`src/rtl/wb_stage_pipe.sv`:
```
// Writeback stage with a small retire FIFO.
//
// Retire requests arrive on a valid/ready handshake. Each request carries NSRC
// candidate write sources, and the lowest-index enabled source wins. The
// selected write is buffered in a DEPTH-entry FIFO. The stage then issues one
// registered register-file write per retired instruction.
//
// Ports:
//   clk, rst             clock; synchronous active-high reset
//   in_valid / in_ready  retire request handshake
//   in_wen [NSRC]        per-source write enable
//   in_rd  [AW]          destination register
//   in_wdata [NSRC*XLEN] per-source data, source i at [i*XLEN +: XLEN]
//   wb_hold              regfile side cannot take a write this cycle
//   flush                drop every buffered request
//   out_valid            one-cycle retire pulse
//   out_wen/out_waddr/out_wdata  registered regfile write
//   commit_cnt           retired-instruction count (wraps)
//   fifo_cnt             current FIFO occupancy

module wb_stage_pipe #(
  parameter int unsigned XLEN  = 64,
  parameter int unsigned NSRC  = 2,
  parameter int unsigned DEPTH = 2,
  parameter int unsigned AW    = 5
) (
  input  logic                     clk,
  input  logic                     rst,
  input  logic                     in_valid,
  output logic                     in_ready,
  input  logic [NSRC-1:0]          in_wen,
  input  logic [AW-1:0]            in_rd,
  input  logic [NSRC*XLEN-1:0]     in_wdata,
  input  logic                     wb_hold,
  input  logic                     flush,
  output logic                     out_valid,
  output logic                     out_wen,
  output logic [AW-1:0]            out_waddr,
  output logic [XLEN-1:0]          out_wdata,
  output logic [63:0]              commit_cnt,
  output logic [$clog2(DEPTH):0]   fifo_cnt
);

  localparam int unsigned PW = (DEPTH > 1) ? $clog2(DEPTH) : 1;
  localparam int unsigned CW = $clog2(DEPTH) + 1;

  // FIFO storage; no reset needed because the pointers and count gate every read.
  logic [DEPTH-1:0] mem_wen_q;
  logic [AW-1:0]    mem_addr_q [DEPTH];
  logic [XLEN-1:0]  mem_data_q [DEPTH];

  logic [PW-1:0]    wr_ptr_q, wr_ptr_d;
  logic [PW-1:0]    rd_ptr_q, rd_ptr_d;
  logic [CW-1:0]    cnt_q, cnt_d;
  logic [63:0]      commit_q, commit_d;

  logic             out_valid_q, out_valid_d;
  logic             out_wen_q, out_wen_d;
  logic [AW-1:0]    out_waddr_q, out_waddr_d;
  logic [XLEN-1:0]  out_wdata_q, out_wdata_d;

  logic             push, pop;
  logic             sel_found;
  logic [XLEN-1:0]  sel_data;
  logic             new_wen;
  logic [XLEN-1:0]  new_data;

  // Fixed priority: the lowest enabled source index wins.
  always_comb begin
    sel_found = 1'b0;
    sel_data  = '0;
    for (int i = 0; i < int'(NSRC); i++) begin
      if (!sel_found && in_wen[i]) begin
        sel_found = 1'b1;
        sel_data  = in_wdata[i*XLEN +: XLEN];
      end
    end
  end

  // Writes to x0, or requests with no source enabled, still retire but carry no data.
  assign new_wen  = sel_found && (in_rd != '0);
  assign new_data = new_wen ? sel_data : '0;

  assign in_ready = !rst && !flush && (cnt_q < CW'(DEPTH));
  assign push     = in_valid && in_ready;
  assign pop      = (cnt_q != '0) && !wb_hold && !flush;

  always_comb begin
    wr_ptr_d    = wr_ptr_q;
    rd_ptr_d    = rd_ptr_q;
    cnt_d       = cnt_q;
    commit_d    = commit_q;
    out_valid_d = 1'b0;
    out_wen_d   = 1'b0;
    out_waddr_d = out_waddr_q;
    out_wdata_d = '0;

    if (flush) begin
      // Flush wins over push and pop; commit_cnt and the last address are kept.
      wr_ptr_d = '0;
      rd_ptr_d = '0;
      cnt_d    = '0;
    end else begin
      if (push) begin
        wr_ptr_d = wr_ptr_q + PW'(1);
      end
      if (pop) begin
        rd_ptr_d    = rd_ptr_q + PW'(1);
        commit_d    = commit_q + 64'd1;
        out_valid_d = 1'b1;
        out_wen_d   = mem_wen_q[rd_ptr_q];
        out_waddr_d = mem_addr_q[rd_ptr_q];
        out_wdata_d = mem_data_q[rd_ptr_q];
      end
      unique case ({push, pop})
        2'b10:   cnt_d = cnt_q + CW'(1);
        2'b01:   cnt_d = cnt_q - CW'(1);
        default: cnt_d = cnt_q;
      endcase
    end
  end

  always_ff @(posedge clk) begin
    if (rst) begin
      wr_ptr_q    <= '0;
      rd_ptr_q    <= '0;
      cnt_q       <= '0;
      commit_q    <= '0;
      out_valid_q <= 1'b0;
      out_wen_q   <= 1'b0;
      out_waddr_q <= '0;
      out_wdata_q <= '0;
    end else begin
      wr_ptr_q    <= wr_ptr_d;
      rd_ptr_q    <= rd_ptr_d;
      cnt_q       <= cnt_d;
      commit_q    <= commit_d;
      out_valid_q <= out_valid_d;
      out_wen_q   <= out_wen_d;
      out_waddr_q <= out_waddr_d;
      out_wdata_q <= out_wdata_d;
    end
  end

  // push is already gated off by in_ready during reset and flush.
  always_ff @(posedge clk) begin
    if (push) begin
      mem_wen_q[wr_ptr_q]  <= new_wen;
      mem_addr_q[wr_ptr_q] <= in_rd;
      mem_data_q[wr_ptr_q] <= new_data;
    end
  end

  assign out_valid  = out_valid_q;
  assign out_wen    = out_wen_q;
  assign out_waddr  = out_waddr_q;
  assign out_wdata  = out_wdata_q;
  assign commit_cnt = commit_q;
  assign fifo_cnt   = cnt_q;

endmodule

```
`config.mk`:
```
export PLATFORM = sky130hd
export DESIGN_NAME = wb_stage_pipe
export DESIGN_NICKNAME = d
export VERILOG_FILES = /design/src/rtl/wb_stage_pipe.sv
export SDC_FILE = /design/constraint.sdc
export NUM_CORES = 1
export LEC_CHECK = 0
export BUFFER_PORTS_ARGS = -buffer_cell sky130_fd_sc_hd__clkbuf_2
export CAP_MARGIN = 20
export CORE_MARGIN = 4
export CORE_UTILIZATION = 58
export CTS_BUF_LIST = sky130_fd_sc_hd__clkbuf_2 sky130_fd_sc_hd__clkbuf_4 sky130_fd_sc_hd__clkbuf_8
export CTS_CLUSTER_SIZE = 12
export DETAILED_ROUTE_END_ITERATION = 8
export GPL_ROUTABILITY_DRIVEN = 1
export GPL_TIMING_DRIVEN = 0
export PLACE_DENSITY = 0.95
export SKIP_CTS_REPAIR_TIMING = 1
export SYNTH_ARGS = -nofsm -noshare
export SYNTH_HDL_FRONTEND = slang
export SYNTH_SLANG_ARGS = --single-unit
```
`constraint.sdc`:
```
create_clock -name clk -period 9.1 [get_ports clk]
set_clock_uncertainty 0.1 [all_clocks]
set_input_delay 1.365 -clock clk [delete_from_list [all_inputs] [get_ports clk]]
set_output_delay 1.365 -clock clk [all_outputs]
set_load 0.02 [all_outputs]
```
* After elaboration in Yosys (flattened, before gate mapping)
Memories as Yosys holds them, arrays and structs flattened. A register that Yosys moved wholly into a read port is not among the register bits. Cells that the tools add are included.
Cells by class: add/sub/neg operators 5, $lt $le $gt $ge 4, eq/ne operators 2, muxes and demuxes 14, bitwise logic cells 2, reductions and logical operators 18
Operators with widths (number):
- 2-to-1 mux 64 bit | 3
- adder 64 x 1 -> 64 bit, second input constant | 1
- logical AND 1 bit | 8
- 2-to-1 mux 1 bit | 8
- nonzero test 5 bit | 1
- zero test 1 bit | 4
- less-than comparator 1 x 2 -> 1 bit, second input constant | 2
- one-hot mux 2 bit (2 select lines) | 1
- nonzero test 2 bit | 2
- OR reduction 3 bit | 1
- adder 1 bit, second input constant | 2
- adder 2 x 1 -> 2 bit, second input constant | 1
- bitwise mux 2 bit | 1
- == test 2 x 1 -> 1 bit, second input constant | 1
- == test 2 bit, second input constant | 1
- less-than comparator 2 bit, second input constant | 1
- inverter 1 bit | 2
- AND reduction 2 bit | 1
- OR reduction 2 bit | 1
- subtractor 2 x 1 -> 2 bit, second input constant | 1
- demux 1 bit (select 1 bit) | 1
- greater-or-equal comparator 1 bit, second input constant | 1
Storage, ports and cells: bits in registers 72, memory bits (writable) 138, output and inout bits 138, logic and storage cells 54, memories kept 2
Memory list:
- mem_data_q | depth 2, bits a word 64, rd ports 1, clocked after memory_dff 1, write ports 1, RTL line 50 | logic [XLEN-1:0] mem_data_q [DEPTH];
- mem_addr_q | depth 2, bits a word 5, rd ports 1, clocked after memory_dff 1, write ports 1, RTL line 49 | logic [AW-1:0] mem_addr_q [DEPTH];

* Logic depth before layout (Yosys ltp)
Gate-level depths: netlist of the first run.
depth after elaboration 6, gate-level depth with buffers 9, gate-level depth less buffers 7

* Least setup slack after synthesis of the first run
OpenSTA, ideal clock, no wires.
path kind input -> register, from in flush, to mem mem_addr_q[0][0], enable pin, arrival 5.118 ns, path slack 3.383 ns, cell stages on the path 3, path buffers 0, cell sequence nor3_1 > nand2_1 > nor2_1
On the way: cells in the longest elaborated chain, start to end 6
RTL lines:
- start: declaration | RTL line 35 | input logic flush,
- zero test 1 bit | RTL line 84 | assign in_ready = !rst && !flush && (cnt_q < CW'(DEPTH));
- logical AND 1 bit (2 in series) | RTL line 84
- logical AND 1 bit | RTL line 85 | assign push = in_valid && in_ready;
- 2-to-1 mux 1 bit | RTL line 147 | if (push) begin
- 2-to-1 mux 1 bit (implied by the code) | RTL line 149 | mem_addr_q[wr_ptr_q] <= in_rd;
- end: declaration | RTL line 49
Every way passes these cells.

* Worst setup path in the final report of the first run
from in rst, to out in_ready
On the way: cells in the longest elaborated chain, start to end 3
RTL lines:
- start: declaration | RTL line 28 | input logic rst,
- zero test 1 bit | RTL line 84
- logical AND 1 bit (2 in series) | RTL line 84
- end: declaration | RTL line 30 | output logic in_ready,
Every way passes these cells.

==> key figures, run 1 <==
Worst setup path
  • Req. time, crit path: 7640 ps
  • CP Capture Type: output pin
  • Reg2reg setup slack: 6550 ps
  • Delay-heaviest family, CP: buffers and inverters
  • WP buf/inv: 2
  • WS Path Type: primary input to output pin
  • Crit path max fanout: 7
  • Most frequent CP cell: clkbuf_2
  • CP Cell Sequence: clkbuf_2 > nor3_1 > clkbuf_2
  • Startpoint Class: primary input
  • Largest stage delay, worst path: 280 ps
  • Crit path max-delay cell type: nor3_1
  • Crit path DAT: 2050 ps

Floorplan
  • Core Area: 18200 sq um
  • Die outline width: 145 microns
  • Die ar.: 21000 sq um
  • IO Pins: 278
  • Starting density of the core: 59.7%
  • # rows: 49
  • Die H: 145 microns

Global routing
  • Initial antenna violation count: 3
  • Total Routing Usage GR: 28.2%
  • Largest net degree at the start of global routing: 62
  • Gr ovfl total: 0
  • Global-route wire length before repair: 47900 microns
  • Vias in the first global route: 9153

Clock tree
  • Clock-pin slew on the worst setup and hold paths: 60 ps
  • Cts bufs inserted: 44
  • TritonCTS clock tree: yes
  • Clock Path Buffers: 3
  • Num Clock Sinks: 279
  • CTS Root Cell: clkbuf_8
  • Htree depth: 2
  • Clk_lat worst skew: 560 ps

Route
  • Via density per instance: 5.99
  • Post-route DRC violation count: 0
  • WL per Instance: 20.5 microns
  • Drt pass-1 iters: 5
  • Post-Route WL: 31200 microns
  • DR iter-0 viols: 717
  • Post-DRT Antenna Nets: 0
  • Via count: 9104

Timing
  • Post-layout min period: 3520 ps
  • Final Setup Violations: 0
  • Worst hold margin: 364 ps
  • Max_slew headroom: 41.3%
  • Fin. max-slew vios: 0
  • Final Cycle Share: 38.7%
  • Worst setup margin: 5580 ps
  • Slew @ Worst Pin: 879 ps
  • Setup TNS: 0 ps
  • Fin. Hold Viols: 0
  • Max frequency: 284 MHz
  • RSZ-0062 raised after global routing: no

Finish
  • Layout cells sized above 1: 29.7%
  • Total area of sequential cells: 6990 sq um
  • Area of the multi-input gates: 3620 sq um
  • Area growth, synth to finish: 25.3%
  • Fin cells: 1520
  • N_diodes: 0
  • Nets@finish: 1398
  • Fill cells: 1111

Place
  • Placed Cells: 1439
  • Post-DP HPWL: 21300 microns
  • Gpl congestion: 0.914
  • Pre-CTS WS: 5420 ps
  • Port-buffer cells: 277

Min path
  • Hold WC Path Type: flop to flop

Logic synthesis
  • Cell variety after synth: 40
  • Mean post-synth cell area: 11.7 sq um
  • Sequential share of the synthesized area: 64.3%
  • FF+latch count, synth: 279
  • Syn Inst Count: 930
  • Post-synth net total: 1072
  • Warnings from Yosys: 0
  • Post-Syn Area: 10900 sq um

Flow run
  • MaxCap Viol Count: 0

Power
  • LEAKAGE: 5.25 nW
  • Cell Pwr Density: 192 nW/um^2
  • VDD IR-drop max: 171 uV
  • Power, Total: 0.00262 W

Outcome
  • Status: finished, final reports clean
-- layout by cell type (no fill, tap or decap), drive strengths merged, types with 4 or more instances in the layout --
cell type / instances
nand3: 34
a211oi: 5
a22oi: 64
nand2: 27
inv: 7
nand4: 21
clkinv: 6
nor3: 19
or4: 16
mux2: 4
and3: 11
and4: 5
o31ai: 14
mux2i: 71
edfxtp: 140
xnor2: 14
xor2: 15
o21ai: 20
buf: 22
a21oi: 35
dfxtp: 139
or3: 20
nor2b: 7
clkbuf: 388
nor2: 176
-- cell families after synthesis --
family          share of synthesized area [%]
compound gates                           8.26
xor+xnor                                 2.34
fa+ha+maj                               0.230
buf+inv                                  2.50
flops                                    64.3
mux                                      6.95
simple gates                             15.4
-- worst min-delay path, stage by stage (launching register included) --
cell	delay [ps]
edfxtp_1	320
mux2i_1	60
nor2_1	70
-- state kept, by name, summed over array words and instances (netlist names), 2 cells and up --
name / flops
mem_data_q: 128
commit_cnt: 64
out_wdata: 64
mem_addr_q: 10
out_waddr: 5
fifo_cnt: 2
mem_wen_q: 2
-- per-layer routing --
metal | part of all wire (%) | up-vias | track usage (%)
li1 | - | 4069 | -
met1 | 35 | 4316 | 32.5
met2 | 50 | 606 | 49.6
met3 | 10 | 107 | 7.36
met4 | 4.3 | 6 | 12.8
met5 | 0.099 | - | 0
-- synthesized netlist by cell type --
cell type | count | area (sq um)
nor2_1 | 176 | 661
edfxtp_1 | 140 | 4200
dfxtp_1 | 139 | 2780
mux2i_1 | 71 | 711
a22oi_1 | 64 | 480
clkbuf_1 | 38 | 143
a21oi_1 | 35 | 175
nand3_1 | 32 | 160
nand2_1 | 27 | 101
o21ai_0 | 20 | 100
nand4_1 | 19 | 119
or3_1 | 19 | 119
nor3_1 | 16 | 80.1
or4_1 | 16 | 120
xor2_1 | 15 | 131
o31ai_1 | 14 | 105
xnor2_1 | 14 | 123
buf_1 | 13 | 48.8
and3_1 | 11 | 68.8
nor2b_1 | 7 | 43.8
inv_1 | 6 | 22.5
a211oi_1 | 5 | 37.5
and4_1 | 5 | 43.8
buf_6 | 4 | 45.0
mux2_2 | 4 | 45.0
and2_1 | 2 | 12.5
ha_1 | 2 | 25.0
nand3_2 | 2 | 20.0
nand4_2 | 2 | 25.0
nor3_2 | 2 | 20.0
buf_2 | 1 | 5.00
buf_4 | 1 | 7.51
nor3_4 | 1 | 16.3
nor4_1 | 1 | 6.26
nor4_2 | 1 | 12.5
nor4_4 | 1 | 21.3
nor4b_1 | 1 | 8.76
or2_1 | 1 | 6.26
or2_2 | 1 | 6.26
or3_2 | 1 | 7.51
-- metrics by stage --
| step | instance area [sq um] | util [%] |
|---|---|---|
| floorplan | 10900 | - |
| global placement | 12500 | 68.9 |
| detailed placement | 12600 | 69.4 |
| CTS | 13600 | 74.8 |
| global route | 13600 | 74.8 |
| finish | 13600 | 74.8 |
-- worst paths after layout --
check                                                  from                       end  depth (start not counted)
worst max-delay path                                    rst                  in_ready                          3
worst min-delay path            mem_data_q[1][50]$_DFFE_PP_  out_wdata[50]$_SDFF_PP0_                          2
worst max register to register     fifo_cnt[0]$_SDFFE_PP0P_  out_wdata[30]$_SDFF_PP0_                          5
worst min register to register  mem_data_q[1][50]$_DFFE_PP_  out_wdata[50]$_SDFF_PP0_                          2
-- cell type report --
| cell class | instances | share of cell area [%] |
|---|---|---|
| timing repair buffer | 280 | 10.7 |
| inverter | 6 | 0.165 |
| clock inverter | 8 | 0.588 |
| buffer | 57 | 1.83 |
| tap | 229 | 2.10 |
| clock buffer | 73 | 6.64 |
| sequential | 279 | 51.3 |
| multi-input combinational | 588 | 26.6 |
-- where the power goes --
| part | switching, W | internal (W) | leakage [nW] | total [W] |
|---|---|---|---|---|
| combinational | 0.0000741 | 0.0000464 | 2.32 | 0.000120 |
| clock | 0.000495 | 0.000660 | 0.529 | 0.00115 |
| sequential | 0.00000437 | 0.00134 | 2.40 | 0.00134 |
| total | 0.000573 | 0.00204 | 5.25 | 0.00262 |
Note: power is estimated with default switching activity, not from simulation.
==> run 2: changes to the inputs <==
--- a/config.mk
+++ b/config.mk
@@ -5,16 +5,17 @@
 export SDC_FILE = /design/constraint.sdc
 export NUM_CORES = 1
 export LEC_CHECK = 0
+export ABC_AREA = 1
 export BUFFER_PORTS_ARGS = -buffer_cell sky130_fd_sc_hd__clkbuf_2
 export CAP_MARGIN = 20
 export CORE_MARGIN = 4
-export CORE_UTILIZATION = 58
+export CORE_UTILIZATION = 50
 export CTS_BUF_LIST = sky130_fd_sc_hd__clkbuf_2 sky130_fd_sc_hd__clkbuf_4 sky130_fd_sc_hd__clkbuf_8
 export CTS_CLUSTER_SIZE = 12
 export DETAILED_ROUTE_END_ITERATION = 8
 export GPL_ROUTABILITY_DRIVEN = 1
 export GPL_TIMING_DRIVEN = 0
-export PLACE_DENSITY = 0.95
+export PLACE_DENSITY = 0.89
 export SKIP_CTS_REPAIR_TIMING = 1
 export SYNTH_ARGS = -nofsm -noshare
 export SYNTH_HDL_FRONTEND = slang
==> constraint.sdc (replaced) <==
create_clock -name clk -period 3.01 [get_ports clk]
set_clock_uncertainty 0.1 [all_clocks]
set_input_delay 0.4515 -clock clk [delete_from_list [all_inputs] [get_ports clk]]
set_output_delay 0.4515 -clock clk [all_outputs]
set_load 0.02 [all_outputs]
==> run 2 against run 1 <==
Combinational power increased to 3.2 times the previous value. Setup slack got worse by 5000 ps. Synthesized area increased by 8.7%. Sequential power increased to 3.0 times the previous value. First-iteration DRC count increased by 32%. Register-to-register slack got worse by 5700 ps. Cell area increased by 7.6%. Critical path type is now primary input to flop.
==> key figures, run 2 <==
Logic synthesis
  • Mean post-synth cell area: 8.72 sq um (-25%)
  • Post-synthesis mux area share: 0% (-7.0 points)
  • Largest family of logic cells by synthesized area: simple AND/OR/NAND/NOR gates
  • Post-synth EDFFs: 140 (unchanged)
  • Warnings from Yosys: 0 (unchanged)
  • Synth cell count leaders: 387 x nand2_1, 159 x a21oi_1, 152 x nor2_1
  • Async S/R FF share, synth: 0% (unchanged)
  • Synth Area in Adders: 0.212% (-0.018 points)
  • Synth area leaders: edfxtp_1 36%, dfxtp_1 24%, nand2_1 12%
  • Simple-Gate Fraction of Synth Area: 26.0% (+11 points)
  • XOR/XNOR share of the synthesized area: 0.593% (-1.7 points)
  • Most common cell in the synthesized netlist: nand2_1
  • Ys flop type: edfxtp_1
  • Complex-gate fraction of the synthesized area: 8.86% (+0.60 points)
  • Yosys top cell by area: edfxtp_1
  • Post-synth net total: 1497 (+40%)
  • Cell variety after synth: 36 (-10%)
  • Syn Inst Count: 1355 (+46%)
  • Synth top area share: 35.6% (-3.1 points)
  • Post-Syn Area: 11800 sq um (+8.7%)
  • FF+latch count, synth: 279 (unchanged)
  • Sequential share of the synthesized area: 59.1% (-5.1 points)

Worst setup path
  • CP Capture Type: flop
  • Crit path max fanout: 10 (+3)
  • FF-to-FF End: fifo_cnt[1]$_SDFFE_PP0P_
  • Req. time, crit path: 3150 ps (-4490 ps)
  • Crit path DAT: 2570 ps (+520 ps)
  • Reg2reg setup slack: 840 ps (-5710 ps)
  • Worst R2R Path Depth: 8 (+3)
  • FF-to-FF Start: fifo_cnt[0]$_SDFFE_PP0P_
  • Startpoint Class: primary input
  • WS Path Type: primary input to flop

Place
  • Port-buffer cells: 277 (unchanged)
  • Cell Area, Placed: 13700 sq um (+8.4%)
  • Post-DP HPWL: 26000 microns (+22%)
  • Gpl congestion: 1.02 (+11%)
  • Pre-CTS WS: 456 ps (-4960 ps)

Min path
  • Hold Path Origin: in_rd[1]
  • Worst Hold Path EP: mem_addr_q[1][1]$_DFFE_PP_
  • Hold WC Path Type: primary input to flop
  • Worst Hold Depth: 1 (-1)

Clock tree
  • Htree depth: 2 (unchanged)
  • CTS Root Cell: clkbuf_8
  • Num Clock Sinks: 279 (unchanged)
  • TritonCTS clock tree: yes
  • Clock Path Buffers: 3 (unchanged)
  • Clock-pin slew on the worst setup and hold paths: 60 ps (about the same)
  • Clk_lat worst skew: 540 ps (-20 ps)
  • Cts bufs inserted: 44 (unchanged)

Route
  • Via density per instance: 5.33 (-11%)
  • Post-DRT Antenna Nets: 0 (unchanged)
  • Post-Route WL: 34700 microns (+11%)
  • WL per Instance: 17.1 microns (-17%)
  • DR iter-0 viols: 949 (+32%)
  • Post-route DRC violation count: 0 (unchanged)
  • Drt pass-1 iters: 8 (+3)
  • Via count: 10800 (+19%)

Power
  • Reg power frac: 52.0% (+0.7 points)
  • Switching Share: 22.0% (+0.067 points)
  • Cell Pwr Density: 532 nW/um^2 (+180%)
  • Clock Power Share: 43.1% (-1.0 points)
  • Total internal power: 0.00608 W (+200%)
  • VDD IR-drop max: 422 uV (+150%)
  • P_sw: 0.00171 W (+200%)
  • Combinational group share of total power: 5.0% (+0.4 points)
  • Power, Total: 0.00780 W (+200%)
  • LEAKAGE: 6.03 nW (+15%)

Floorplan
  • Die ar.: 26200 sq um (+25%)
  • IO Pins: 278 (unchanged)
  • Core Area: 22900 sq um (+26%)
  • # rows: 55 (+12%)
  • Die outline width: 162 microns (+12%)
  • Die H: 162 microns (+12%)
  • Starting density of the core: 51.6% (-8.1 points)

Timing
  • RSZ-0062 raised after global routing: no
  • Final Cycle Share: 80.5%
  • Fin. max-slew vios: 0 (unchanged)
  • Post-layout min period: 2420 ps
  • Final Setup Violations: 0 (unchanged)
  • Slew @ Worst Pin: 677 ps (-202 ps)
  • Fin. Hold Viols: 0 (unchanged)
  • Max frequency: 413 MHz
  • Worst setup margin: 586 ps (-5000 ps)
  • Max_slew headroom: 54.9% (+14 points)

Finish
  • Largest register by flop count: mem_data_q
  • N_diodes: 0 (unchanged)
  • Layout cells sized above 1: 24.2% (-5.6 points)
  • Commonest non-fill, non-tap cell in the layout: nand2_1
  • Max reg flops: 128 (unchanged)
  • Fin area: 14700 sq um (+7.6%)
  • Commonest cells after routing, fill and taps aside: 387 x nand2_1, 277 x clkbuf_2, 159 x a21oi_1
  • Nets@finish: 1827 (+31%)
  • Area growth, synth to finish: 24.0%

Global routing
  • Largest net degree at the start of global routing: 31 (-50%)
  • Gr ovfl total: 0 (unchanged)
  • Initial antenna violation count: 2 (-1)
  • Vias in the first global route: 10500 (+15%)
  • Total Routing Usage GR: 25.7% (-2.5 points)
  • Global-route wire length before repair: 53600 microns (+12%)

Outcome
  • Status: finished, final reports clean

Flow run
  • MaxCap Viol Count: 0 (unchanged)
run 2: cell types whose count changed in the layout (fill, tap and decap cells not counted), sizes merged, moves of 14 or more:
cell   change
or3       -20
inv       +90
a21oi    +124
mux2i     -71
o31ai     -14
nand3     +77
a22oi     -64
nand2    +367
or4       -16
run 2: power by group through the flow:
| stage | Clock, W | Sequential, W | Combinational (W) |
|---|---|---|---|
| after floorplan | 0 | 0.00414 | 0.000182 |
| after global placement | 0 | 0.00414 | 0.000349 |
| after detailed placement | 0 | 0.00413 | 0.000375 |
| after CTS | 0.00340 | 0.00405 | 0.000377 |
| after global routing | 0.00360 | 0.00405 | 0.000418 |
| final | 0.00336 | 0.00405 | 0.000386 |
run 2: cells by family after synthesis:
logic type                 Yosys count
buffers and inverters              155
DFF                                279
adders and majority gates            2
xor gates and xnor gates             8
and+or+nand+nor                    709
AOI/OAI and AO/OA                  202
run 2: per-stage QoR:
stage / TNS, ps / hold WS, ps / util [%] / cells
finish: 0 / 37.5 / 63.9 / 2029
global route: 0 / 15.6 / 63.9 / 2029
detailed placement: 0 / 389 / 59.7 / 1949
CTS: 0 / -9.82 / 63.8 / 2026
global placement: -215860 / 379 / 59.3 / 1945
floorplan: -78350 / 375 / - / 1355
run 2: per-layer routing:
metal / vias to the layer above / GRT usage (%) / routed length [microns]
met2: 571 / 46.3 / 17300
li1: 5151 / - / -
met4: 4 / 8.80 / 1090
met3: 90 / 5.53 / 3240
met1: 5008 / 30.7 / 13000
met5: - / 0 / 21
run 2: final cells by class:
| cell class | count | area, sq um |
|---|---|---|
| plain buffers | 59 | 254 |
| clock buffers | 69 | 856 |
| clock inverters | 8 | 81.3 |
| fillers | 1869 | 8260 |
| inverters | 96 | 360 |
| multi-input cells | 921 | 4230 |
| flip-flops and latches | 279 | 6990 |
| well taps | 313 | 392 |
| repair buffers | 284 | 1500 |
run 2: worst max-delay path by stage:
stage | startpoint | end | cells after the start
final | in_rd[3] | mem_data_q[1][50]$_DFFE_PP_ | 8
after floorplan | flush | mem_addr_q[1][0]$_DFFE_PP_ | 5
after global routing | in_rd[3] | mem_data_q[1][50]$_DFFE_PP_ | 8
after global placement | rst | mem_data_q[0][25]$_DFFE_PP_ | 6
after CTS | fifo_cnt[0]$_SDFFE_PP0P_ | fifo_cnt[1]$_SDFFE_PP0P_ | 8
after detailed placement | rst | mem_data_q[0][28]$_DFFE_PP_ | 7
run 2: critical path: stages:
cell	delay, ps
dlygate4sd3_1	540
clkbuf_2	130
nor3_1	200
nand2_1	150
o21ai_0	130
clkbuf_1	460
buf_2	360
a21oi_1	160
==> run 3: changes to the inputs <==
--- a/config.mk
+++ b/config.mk
@@ -5,17 +5,17 @@
 export SDC_FILE = /design/constraint.sdc
 export NUM_CORES = 1
 export LEC_CHECK = 0
-export ABC_AREA = 1
+export ABC_AREA = 0
 export BUFFER_PORTS_ARGS = -buffer_cell sky130_fd_sc_hd__clkbuf_2
 export CAP_MARGIN = 20
 export CORE_MARGIN = 4
-export CORE_UTILIZATION = 50
+export CORE_UTILIZATION = 55
 export CTS_BUF_LIST = sky130_fd_sc_hd__clkbuf_2 sky130_fd_sc_hd__clkbuf_4 sky130_fd_sc_hd__clkbuf_8
 export CTS_CLUSTER_SIZE = 12
 export DETAILED_ROUTE_END_ITERATION = 8
 export GPL_ROUTABILITY_DRIVEN = 1
 export GPL_TIMING_DRIVEN = 0
-export PLACE_DENSITY = 0.89
+export PLACE_DENSITY = 0.93
 export SKIP_CTS_REPAIR_TIMING = 1
 export SYNTH_ARGS = -nofsm -noshare
 export SYNTH_HDL_FRONTEND = slang
==> constraint.sdc (replaced) <==
create_clock -name clk -period 2.31 [get_ports clk]
set_clock_uncertainty 0.1 [all_clocks]
set_input_delay 0.3465 -clock clk [delete_from_list [all_inputs] [get_ports clk]]
set_output_delay 0.3465 -clock clk [all_outputs]
set_load 0.02 [all_outputs]
==> run 3 against run 2 <==
First-iteration DRC count shrank 34%. Critical path depth shrank 2. Clock power grew 29%. Non-clock buffer count grew 2. Core utilization grew 7.0 points. Sequential cell count is the same. Total power grew 30%. Critical endpoint is now commit_cnt[50]$_SDFFE_PP0P_. Highest routed layer unchanged.
==> key figures, run 3 (synthesis gave the netlist of run 1 again) <==
Outcome
  • Status: finished, final reports clean

Floorplan
  • Die H: 149 microns (-8.1%)
  • Core Area: 19500 sq um (-15%)
  • Starting density of the core: 55.9% (+4.3 points)
  • IO Pins: 278 (unchanged)
  • Die outline width: 149 microns (-8.1%)
  • Die ar.: 22100 sq um (-16%)
  • # rows: 51 (-7.3%)

Place
  • Gpl congestion: 0.875 (-14%)
  • Post-DP HPWL: 20600 microns (-21%)
  • Placed Cells: 1475 (-24%)
  • Port-buffer cells: 277 (unchanged)

Worst setup path
  • Worst setup path end: commit_cnt[50]$_SDFFE_PP0P_
  • Crit path max fanout: 10 (unchanged)
  • CP Capture Type: flop
  • Largest stage delay, worst path: 450 ps (-90 ps)
  • Worst R2R Path Depth: 6 (-2)
  • Reg2reg setup slack: 70 ps (-770 ps)
  • Crit path max-delay cell type: dfxtp_1
  • Crit path DAT: 2600 ps (+30 ps)
  • WS Path Type: flop to flop
  • Worst setup path startpoint: commit_cnt[31]$_SDFFE_PP0P_
  • Req. time, crit path: 2670 ps (-480 ps)
  • FF-to-FF End: commit_cnt[50]$_SDFFE_PP0P_
  • CP Cell Sequence: nand3_1 > nor4_4 > nand2_2 > clkbuf_2 > or4_1 > a21oi_1
  • Startpoint Class: flop
  • FF-to-FF Start: commit_cnt[31]$_SDFFE_PP0P_

Finish
  • Area growth, synth to finish: 27.0%
  • Commonest cells after routing, fill and taps aside: 280 x clkbuf_2, 171 x nor2_1, 140 x edfxtp_1
  • Commonest non-fill, non-tap cell in the layout: clkbuf_2
  • Fin cells: 1561 (-23%)
  • Max reg flops: 128 (unchanged)
  • Layout cells sized above 1: 31.6% (+7.5 points)
  • N_diodes: 0 (unchanged)
  • Nets@finish: 1406 (-23%)
  • Util after Layout: 70.9% (+7.0 points)
  • Largest register by flop count: mem_data_q

Global routing
  • Gr ovfl total: 0 (unchanged)
  • Initial antenna violation count: 2 (unchanged)
  • Global-route wire length before repair: 44900 microns (-16%)
  • Total Routing Usage GR: 25.6% (-0.12 points)
  • Vias in the first global route: 8813 (-16%)
  • Largest net degree at the start of global routing: 68 (+120%)

Clock tree
  • Clk_lat worst skew: 560 ps (+20 ps)
  • Htree depth: 2 (unchanged)
  • TritonCTS clock tree: yes
  • Clock-pin slew on the worst setup and hold paths: 60 ps (about the same)
  • Clock Path Buffers: 3 (unchanged)
  • Num Clock Sinks: 279 (unchanged)
  • Cts bufs inserted: 44 (unchanged)
  • CTS Root Cell: clkbuf_8

Flow run
  • MaxCap Viol Count: 0 (unchanged)

Power
  • VDD IR-drop max: 569 uV (+35%)
  • Cell Pwr Density: 732 nW/um^2 (+38%)
  • LEAKAGE: 5.34 nW (-12%)

Route
  • Post-Route WL: 29300 microns (-16%)
  • WL per Instance: 18.7 microns (+9.7%)
  • Via density per instance: 5.66 (+6.1%)
  • Via count: 8839 (-18%)
  • DR iter-0 viols: 624 (-34%)
  • Drt pass-1 iters: 7 (-1)
  • Post-DRT Antenna Nets: 0 (unchanged)
  • Post-route DRC violation count: 0 (unchanged)

Timing
  • Fin. max-slew vios: 0 (unchanged)
  • Fin. Hold Viols: 0 (unchanged)
  • RSZ-0062 raised after global routing: yes
  • Max_slew headroom: 48.6% (-6.3 points)
  • Max frequency: 446 MHz
  • Slew @ Worst Pin: 771 ps (+94.3 ps)
  • Post-layout min period: 2240 ps
  • Final Setup Violations: 0 (unchanged)
  • Final Cycle Share: 97.0%

Min path
  • Hold Path Origin: in_wdata[68]
  • Hold WC Path Type: primary input to flop
run 3: changes by cell type in the layout (fill, tap and decap cells not counted), moves of 21 or more:
cell / delta
nand2_1: -362
mux2i_1: +71
inv_1: -87
nand3_1: -77
nor2_1: +21
a22oi_1: +64
a21oi_1: -124
run 3: final cells by class:
type                            count  area (sq um)
Buffer                             57           255
Clock buffer                       72           897
Clock inverter                      6          42.5
Fill cell                        1266          5660
Inverter                            6          22.5
Multi-Input combinational cell    588          3710
Sequential cell                   279          7000
Tap cell                          265           332
Timing Repair Buffer              288          1540
run 3: metrics by stage:
step | power (W) | setup TNS [ps] | instance area [sq um] | worst slack (ps) | hold slack [ps]
2_1_floorplan | 0.00561 | -5360 | 10900 | -76.6 | 316
3_3_place_gp | 0.00580 | -104900 | 12600 | -675 | 355
3_5_place_dp | 0.00584 | -42970 | 12700 | -387 | 365
4_1_cts | 0.0101 | -8640 | 13600 | -256 | -110
5_1_grt | 0.0104 | -67.4 | 13800 | -31.1 | 41.6
6_report | 0.0101 | 0 | 13800 | 70.2 | 71.0
run 3: worst min path at each step:
stage | end | cells after the start
2_1_floorplan | fifo_cnt[1]$_SDFFE_PP0P_ | 1
3_3_place_gp | out_wdata[25]$_SDFF_PP0_ | 2
3_5_place_dp | out_wdata[44]$_SDFF_PP0_ | 2
4_1_cts | mem_addr_q[1][3]$_DFFE_PP_ | 1
5_1_grt | mem_data_q[0][58]$_DFFE_PP_ | 3
6_report | mem_data_q[1][4]$_DFFE_PP_ | 3
run 3: layer usage:
metal	share of wire [%]	global-route usage (%)
met1	35	30.0
met2	51	45.1
met3	10	5.73
met4	4.2	11.4
met5	0.089	0
run 3: critical path, delay by kind of cell (launching register included):
| kind | cells | cell delay [ps] |
|---|---|---|
| DFF | 1 | 450 |
| and+or+nand+nor | 4 | 1220 |
| buffers and inverters | 1 | 240 |
| AOI/OAI and AO/OA | 1 | 140 |
run 3: where the power goes:
part,switching [W],leakage (nW),internal (W)
Sequential,0.0000174,2.41,0.00527
Combinational,0.000274,2.42,0.000192
Clock,0.00189,0.507,0.00246
Total,0.00218,5.34,0.00793
